--- src/rtl/mem_stage_ctrl_pkg.sv ---
// Shared LC-3b types for the MEM stage: data word, memory-op encoding,
// the barrier control word and the MEM sequencer state encoding.
package mem_stage_ctrl_pkg;

    typedef logic [15:0] lc3b_word;

    typedef enum logic [2:0] {
        MEM_NONE = 3'd0,
        MEM_LDW  = 3'd1,
        MEM_LDB  = 3'd2,
        MEM_STW  = 3'd3,
        MEM_STB  = 3'd4,
        MEM_LDI  = 3'd5,
        MEM_STI  = 3'd6
    } lc3b_mem_op;

    typedef struct packed {
        logic       load_regfile;
        logic       load_cc;
        lc3b_mem_op mem_op;
    } lc3b_control_word;

    typedef enum logic [1:0] {
        ST_IDLE     = 2'd0,
        ST_ACCESS   = 2'd1,
        ST_INDIRECT = 2'd2,
        ST_DONE     = 2'd3
    } mem_state_e;

    localparam logic [1:0] BE_WORD = 2'b11;
    localparam logic [1:0] BE_HI   = 2'b10;
    localparam logic [1:0] BE_LO   = 2'b01;
    localparam logic [1:0] BE_NONE = 2'b00;

    // Ops whose result lands in the MDR.
    function automatic logic is_load(input lc3b_mem_op op);
        return (op == MEM_LDW) || (op == MEM_LDB) || (op == MEM_LDI);
    endfunction

    // Ops that need a pointer fetch before the real access.
    function automatic logic is_indirect(input lc3b_mem_op op);
        return (op == MEM_LDI) || (op == MEM_STI);
    endfunction

    // Ops whose first access is a write.
    function automatic logic is_direct_write(input lc3b_mem_op op);
        return (op == MEM_STW) || (op == MEM_STB);
    endfunction

    // The d-cache is word addressed; drop the byte select bit.
    function automatic lc3b_word word_align(input lc3b_word a);
        return a & 16'hFFFE;
    endfunction

endpackage

--- src/rtl/mem_stage_ctrl_byte_lane.sv ---
// Byte-lane steering for the MEM stage: store data replication and write
// enables, plus load byte extraction with sign extension.
module mem_byte_lane
    import mem_stage_ctrl_pkg::*;
(
    input  lc3b_mem_op  op_i,
    input  logic        addr_lsb_i,
    input  lc3b_word    wdata_src_i,
    input  lc3b_word    rdata_i,
    output lc3b_word    wdata_o,
    output logic [1:0]  byte_enable_o,
    output lc3b_word    load_data_o
);

    logic [7:0] load_byte;

    // Store path: byte stores replicate the low byte and enable one lane.
    always_comb begin
        wdata_o       = wdata_src_i;
        byte_enable_o = BE_WORD;
        if (op_i == MEM_STB) begin
            wdata_o       = {wdata_src_i[7:0], wdata_src_i[7:0]};
            byte_enable_o = addr_lsb_i ? BE_HI : BE_LO;
        end
    end

    // Load path: byte loads pick the addressed half and sign-extend it.
    always_comb begin
        load_byte   = addr_lsb_i ? rdata_i[15:8] : rdata_i[7:0];
        load_data_o = rdata_i;
        if (op_i == MEM_LDB) begin
            load_data_o = {{8{load_byte[7]}}, load_byte};
        end
    end

endmodule

--- src/rtl/mem_stage_ctrl.sv ---
// MEM-stage controller: sequences d-cache accesses for the op held in the
// EX/MEM barrier, stalls the pipeline while an access is outstanding and
// registers the load result for the MEM/WB barrier.
module mem_stage_ctrl
    import mem_stage_ctrl_pkg::*;
(
    input  logic        clk,
    input  logic        reset,
    input  logic        valid_in,
    input  lc3b_mem_op  mem_op_in,
    input  lc3b_word    addr_in,
    input  lc3b_word    data_in,
    input  logic        ext_stall,
    input  logic        dmem_resp,
    input  lc3b_word    dmem_rdata,
    output logic        dmem_read,
    output logic        dmem_write,
    output lc3b_word    dmem_address,
    output lc3b_word    dmem_wdata,
    output logic [1:0]  dmem_byte_enable,
    output logic        mem_stall,
    output lc3b_word    mdr_out,
    output logic        mdr_valid
);

    mem_state_e state_q, state_d;
    lc3b_word   ptr_q, ptr_d;
    lc3b_word   mdr_q, mdr_d;
    logic       mdr_valid_q, mdr_valid_d;

    logic       active_op;
    logic       op_indirect;
    logic       op_load;
    logic       complete;
    lc3b_word   lane_wdata;
    logic [1:0] lane_be;
    lc3b_word   lane_load;

    assign active_op   = valid_in && (mem_op_in != MEM_NONE);
    assign op_indirect = is_indirect(mem_op_in);
    assign op_load     = is_load(mem_op_in);

    // Final response of the op: direct ops finish in ACCESS, LDI/STI in INDIRECT.
    assign complete = dmem_resp &&
                      (((state_q == ST_ACCESS) && !op_indirect) ||
                       (state_q == ST_INDIRECT));

    mem_byte_lane u_lane (
        .op_i          (mem_op_in),
        .addr_lsb_i    (addr_in[0]),
        .wdata_src_i   (data_in),
        .rdata_i       (dmem_rdata),
        .wdata_o       (lane_wdata),
        .byte_enable_o (lane_be),
        .load_data_o   (lane_load)
    );

    // State register.
    always_ff @(posedge clk) begin
        if (reset) begin
            state_q <= ST_IDLE;
        end else begin
            state_q <= state_d;
        end
    end

    // Next-state logic; DONE parks a finished op until the frozen barrier moves.
    always_comb begin
        state_d = state_q;
        case (state_q)
            ST_IDLE: begin
                if (active_op) state_d = ST_ACCESS;
            end
            ST_ACCESS: begin
                if (dmem_resp) begin
                    if (op_indirect)    state_d = ST_INDIRECT;
                    else if (ext_stall) state_d = ST_DONE;
                    else                state_d = ST_IDLE;
                end
            end
            ST_INDIRECT: begin
                if (dmem_resp) state_d = ext_stall ? ST_DONE : ST_IDLE;
            end
            ST_DONE: begin
                if (!ext_stall) state_d = ST_IDLE;
            end
            default: state_d = ST_IDLE;
        endcase
    end

    // Outputs: requests only in ACCESS/INDIRECT; stall drops on the final response.
    always_comb begin
        dmem_read        = 1'b0;
        dmem_write       = 1'b0;
        dmem_address     = '0;
        dmem_wdata       = '0;
        dmem_byte_enable = BE_NONE;
        mem_stall        = 1'b0;
        case (state_q)
            ST_IDLE: begin
                mem_stall = active_op;
            end
            ST_ACCESS: begin
                dmem_address = word_align(addr_in);
                if (is_direct_write(mem_op_in)) begin
                    dmem_write       = 1'b1;
                    dmem_wdata       = lane_wdata;
                    dmem_byte_enable = lane_be;
                end else begin
                    dmem_read        = 1'b1;
                    dmem_byte_enable = BE_WORD;
                end
                mem_stall = !dmem_resp || op_indirect;
            end
            ST_INDIRECT: begin
                dmem_address     = word_align(ptr_q);
                dmem_byte_enable = BE_WORD;
                if (mem_op_in == MEM_STI) begin
                    dmem_write = 1'b1;
                    dmem_wdata = data_in;
                end else begin
                    dmem_read  = 1'b1;
                end
                mem_stall = !dmem_resp;
            end
            default: begin
            end
        endcase
    end

    // Pointer capture on the first response of LDI/STI; MDR and its valid flag.
    always_comb begin
        ptr_d       = ptr_q;
        mdr_d       = mdr_q;
        mdr_valid_d = mdr_valid_q;
        if ((state_q == ST_ACCESS) && dmem_resp && op_indirect) begin
            ptr_d = dmem_rdata;
        end
        if (complete) begin
            mdr_valid_d = op_load;
            if (op_load) mdr_d = lane_load;
        end else if ((state_q == ST_IDLE) && !active_op && !ext_stall) begin
            mdr_valid_d = 1'b0;
        end
    end

    // Data registers clear on reset so a mid-access reset leaves nothing stale.
    always_ff @(posedge clk) begin
        if (reset) begin
            ptr_q       <= '0;
            mdr_q       <= '0;
            mdr_valid_q <= 1'b0;
        end else begin
            ptr_q       <= ptr_d;
            mdr_q       <= mdr_d;
            mdr_valid_q <= mdr_valid_d;
        end
    end

    assign mdr_out   = mdr_q;
    assign mdr_valid = mdr_valid_q;

endmodule

--- config.mk ---
export PLATFORM = sky130hd
export DESIGN_NAME = mem_stage_ctrl
export DESIGN_NICKNAME = d
export VERILOG_FILES = /design/src/rtl/mem_stage_ctrl_pkg.sv /design/src/rtl/mem_stage_ctrl_byte_lane.sv /design/src/rtl/mem_stage_ctrl.sv
export SDC_FILE = /design/constraint.sdc
export NUM_CORES = 1
export LEC_CHECK = 0
export CAP_MARGIN = 25
export CORE_UTILIZATION = 35
export CTS_CLUSTER_SIZE = 8
export DETAILED_ROUTE_END_ITERATION = 8
export GPL_ROUTABILITY_DRIVEN = 0
export PLACE_DENSITY_LB_ADDON = 0.25
export SKIP_LAST_GASP = 1
export SLEW_MARGIN = 30
export SYNTH_ARGS = -nofsm -noshare
export SYNTH_HDL_FRONTEND = slang
export SYNTH_SLANG_ARGS = --single-unit
--- constraint.sdc ---
create_clock -name clk -period 4.1 [get_ports clk]
set_input_delay 0.82 -clock clk [delete_from_list [all_inputs] [get_ports clk]]
set_output_delay 0.82 -clock clk [all_outputs]
set_load 0.1 [all_outputs]
### After elaboration in Yosys (flattened, before gate mapping)

Index checks and enable logic that the tools add are counted.

| word-level totals | value |
|---|---|
| flip-flop bits (word level) | 35 |
| bits in latches | 0 |
| RAM bits | 0 |
| ROM bits | 0 |
| bits of input ports | 56 |
| output and inout port bits | 54 |
| word-level logic and storage cells | 66 |
| memories | 0 |

| operators by class | value |
|---|---|
| add/sub/neg operators | 0 |
| $mul | 0 |
| div/mod/pow operators | 0 |
| order comparisons | 0 |
| equality and inequality tests | 13 |
| shift-type cells | 0 |
| mux-type cells | 27 |
| bitwise operators | 0 |
| reduce and logical (&&, ||, !) cells | 22 |

Operator list:

| kind | number |
|---|---|
| $mux 16 | 4 |
| $pmux 16 s2 | 2 |
| $mux 2 | 9 |
| $eq 3x3->1 const B | 3 |
| $mux 8 | 1 |
| $ne 2x2->1 const B | 4 |
| $pmux 2 s4 | 1 |
| $logic_and 1x1->1 | 7 |
| $eq 3x2->1 const B | 2 |
| $logic_or 1x1->1 | 6 |
| $mux 1 | 6 |
| $eq 2x2->1 const B | 2 |
| $logic_not 1->1 | 4 |
| $pmux 1 s2 | 2 |
| $pmux 2 s2 | 1 |
| $reduce_and 4->1 | 1 |
| $eq 3x1->1 const B | 1 |
| $pmux 1 s3 | 1 |
| $reduce_bool 3->1 | 1 |
| $eq 2x1->1 const B | 1 |
| $logic_not 2->1 | 1 |
| $reduce_and 2->1 | 1 |
| $reduce_bool 2->1 | 1 |

### Depth between registers and ports, before layout

| logic depth | value |
|---|---|
| depth after elaboration | 7 |
| gate-level depth with buffers | 8 |

### Modules after synthesis

From an unflattened synthesis, not the netlist that was laid out.

| unflattened totals | value |
|---|---|
| cell total of the unflattened synthesis | 306 |
| area total of the unflattened synthesis | 2621.3 um^2 |

By module, submodules not included:

| module | instances | cells an instance | area each (um^2) | sequential area each (um^2) |
|---|---|---|---|---|
| mem_stage_ctrl | 1 | 256 | 2170.8 | 680.7 |
| mem_byte_lane | 1 | 50 | 450.4 | 0.0 |

### Worst setup path after synthesis

No wires, ideal clock.

| path | value |
|---|---|
| path kind | input -> output |
| start | input port mem_op_in[2] |
| end | output port dmem_wdata[14] |
| arrival time | 3.636 ns |
| required time | 3.280 ns |
| path slack | -0.356 ns |
| cell stages on the path | 5 |
| path buffers | 2 |
| cells stage by stage | buf_2 > buf_2 > and4b_1 > o21ai_0 > a21boi_0 |

| between the ends | value |
|---|---|
| word-level cells in the longest chain between the ends | 4 |

RTL lines:

| what | RTL line | source |
|---|---|---|
| from (decl) | mem_stage_ctrl.sv:10 | `input lc3b_mem_op mem_op_in,` |
| $eq 3x3->1 / $eq 3x2->1 (equally long branches) | mem_stage_ctrl_pkg.sv:47, mem_stage_ctrl_byte_lane.sv:21 |  |
| $mux 16 / $logic_or 1x1->1 (equally long branches) | mem_stage_ctrl_byte_lane.sv:21, mem_stage_ctrl_pkg.sv:47 |  |
| $mux 16 | mem_stage_ctrl.sv:105 | `if (is_direct_write(mem_op_in)) begin` |
| $pmux 16 s2 (*) | mem_stage_ctrl.sv:99 | `case (state_q)` |
| to (decl) | mem_stage_ctrl.sv:19 | `output lc3b_word dmem_wdata,` |

Every way passes the cells marked *; elsewhere a longest branch is shown, timed or not.

### Final worst setup path

| path | value |
|---|---|
| start | input port mem_op_in[2] |
| end | output port dmem_wdata[0] |

| between the ends | value |
|---|---|
| word-level cells in the longest chain between the ends | 4 |

RTL lines:

| what | RTL line | source |
|---|---|---|
| $eq 3x2->1 / $eq 3x3->1 (equally long branches) | mem_stage_ctrl_pkg.sv:47 | `return (op == MEM_STW) \|\| (op == MEM_STB);` |
| $logic_or 1x1->1 | mem_stage_ctrl_pkg.sv:47 |  |
| $mux 16 | mem_stage_ctrl.sv:105 |  |
| $pmux 16 s2 (*) | mem_stage_ctrl.sv:99 |  |

Marks and branches as above.

==> impl_metrics.toml <==
[synth]
synth_fp_nets = 331
synthArstFlopShare_pct = 0
synthTopCellsByCount = "nor2b_1, dfxtp_1, nor2_1"
yosysSeqAreaShare_pct = 27.98
synth_top_cell_by_area = "dfxtp_1"
synth.avg_cell_area_sq_um = 9.042
ys.flop_type = "dfxtp_1"
yosysMostFrequentCell = "nor2b_1"
ys_top_cells_by_area = "dfxtp_1, mux2i_1, nor2b_1"
ys_warn_count = 0
synthCells = 269
synth_area_sq_um = 2432
synth.distinct_cells = 45
synth_edf_count = 0
yosys_register_bits = 34
synth_top_cell_area_share_pct = 27.98

[clock_network]
clk_pin_slew_ns = 0.07
postCtsSetupRepairBufs = 0
root_buffer = "clkbuf_8"
clkSinkCount = 34
cts_resized = 0
numCtsBuffers = 5
cts_tree = "built"
clkLatencyLatePin_ns = 0.28
holdBufCountCts = 0
clock_path_buffers = 2
htreeDepth = 2

[die]
ios = 110
die_w_microns = 85.37
dieArea_sq_um = 7287
floorplan.initialDensity_pct = 36.00
rows = 30
core_region_area_sq_um = 6756
fp.dieH_microns = 85.37

[cells_and_area]
fillCellCount = 601
antenna_cells = 0
final_layout_size_suffix_gt1_share_pct = 21.29
fin_area_sq_um = 3820
syn2layout_area_growth_pct = 57.05
final_cells = 451
nNetsFinal = 433

[critical_path]
cp_data_required_time_ns = 3.28
max_stage_delay_ns = 0.50
worstPathMaxFanout = 9
r2r_setup_slack_ns = 1.74
r2r_cells = 7
timing.rr.start = "state_q[0]"
arrival_ns = 2.67
critPathBufInv = 2
crit_type = "in -> out"
cp-end-kind = "output port"
path_cells = "clkdlybuf4s50_1 -> nand3b_1 -> a21boi_2 -> o21a_1 -> and2_1 -> buf_12"
startpoint_type = "input port"
crit_slowest_cell = "clkdlybuf4s50_1"
cp_top_family = "buffers and inverters"
r2r-end = "mdr_out[0]"

[grt]
gr-total-overflow = 0
grt_start_max_net_pins = 51
grt_pass1_wl_microns = 10700
grt_usage_pct = 18.38
grt_pass1_vias = 2122
antenna_found_initial = 0

[sta]
period_minus_slack_ns = 3.488
relSlewSlack_pct = 34.38
layout_setup_ws_ns = 0.6120
timing.final.max_slew_violations = 0
rsz0062_at_grt = "false"
finalCritPeriodShare_pct = 85.07
tightest_slew_ns = 0.9813
fin_skew_ns = 0.003140
hold_viol = 0
setup_viol = 0
max_freq_ghz = 0.2867
tns_ns = 0

[power_and_ir_drop]
powerDensity_nw_per_um2 = 263.9
ir_drop_uv = 155.6
leakage_nw = 1.557

[min_path]
holdCritPathClass = "reg -> reg"
whs_path_depth = 2
hold_end = "ptr_q[11]"
hold_start = "ptr_q[11]"

[outcome]
run_status = "finished clean"

[job]
cap_viol_max_count = 0

[placed_design]
dp.cells = 444
place.detailed.hpwl_microns = 5014
port_buffers = 108
dpl_cell_area_sq_um = 3744
pre_cts_ws_ns = 0.6492

[detailed_routing]
first_pass_iters = 4
routed_via_density = 5.040
drc = 0
ant_nets = 0
wl_microns = 6726
route.detailed.wl_per_inst_microns = 14.91
num_vias = 2273
drtIter0Drc = 83
## power breakdown
group	total [mW]	internal (mW)	switching, mW
Sequential	0.346	0.340	0.00666
Combinational	0.430	0.167	0.263
Clock	0.232	0.117	0.115
## layout by cell type, fill, tap and decap left out, drive strengths merged, types with 2 or more instances in the layout
master and instances:
nor2b 41, nor2 34, o21ai 6, clkbuf 7
clkdlybuf4s50 72, buf 45, nand4 2, a31oi 3
and2 8, a22oi 22, nand3b 2, mux2i 31
inv 4, a21oi 7, dfxtp 34, and3 2
a21boi 3, ha 6, nand2 6, mux2 17
nor3b 2
## kinds of logic after synthesis
| logic type | count (synthesis) | share of synthesized area (%) |
|---|---|---|
| simple gates | 106 | 25.46 |
| mux | 48 | 22.02 |
| compound gates | 47 | 14.56 |
| flops | 34 | 27.98 |
| buf+inv | 26 | 5.607 |
| fa+ha+maj | 6 | 3.086 |
| other cells | 1 | 0.1542 |
| xor+xnor | 1 | 1.132 |
## per-stage QoR
step | util, % | hold WS, ns | total power, mW
detailed placement | 55.41 | 0.4934 | 0.7842
CTS | 56.54 | 0.5087 | 1.017
global route | 56.54 | 0.5374 | 1.051
floorplan | - | 0.4638 | 0.6425
global placement | 55.41 | 0.4805 | 0.7816
finish | 56.54 | 0.5027 | 1.008
## cell type report
type / count / area [sq um] / share of cell area [%]
Sequential cell: 34 / 680.7 / 17.82
Timing Repair Buffer: 117 / 1321 / 34.59
Multi-Input combinational cell: 209 / 1627 / 42.58
Tap cell: 80 / 100.1 / 2.620
Inverter: 4 / 15.01 / 0.3931
Clock buffer: 7 / 76.32 / 1.998
## metal layers
metal	share of wire, %	routed length [microns]	global-route usage, %	vias up
met5	0	0	0	-
met4	0.89	60	4.545	0
met3	5.8	391	4.183	6
met2	46	3069	29.69	63
met1	48	3205	24.87	1066
li1	-	-	-	1138
## worst max-delay path by stage
stage / endpoint / from / cells past startpoint
global route: dmem_wdata[0] / mem_op_in[0] / 6
CTS: dmem_wdata[0] / mem_op_in[2] / 6
finish: dmem_wdata[0] / mem_op_in[2] / 6
global placement: dmem_wdata[4] / mem_op_in[2] / 6
detailed placement: dmem_wdata[0] / mem_op_in[2] / 6
floorplan: dmem_wdata[0] / mem_op_in[2] / 5
## sequential cells by signal (all words and copies together) (netlist names)
register,cells
ptr_q,15
mdr_out,16
mdr_valid,1
state_q,2
## worst register-to-register path: cells and delay by family, from the launching register on
kind                       cells  cell delay (ns)
muxes                          1             0.42
DFF                            1             0.40
AOI/OAI and AO/OA              2             0.68
buffers and inverters          3             0.53
adders and majority gates      1             0.24
(Power assumes the default switching activity.)
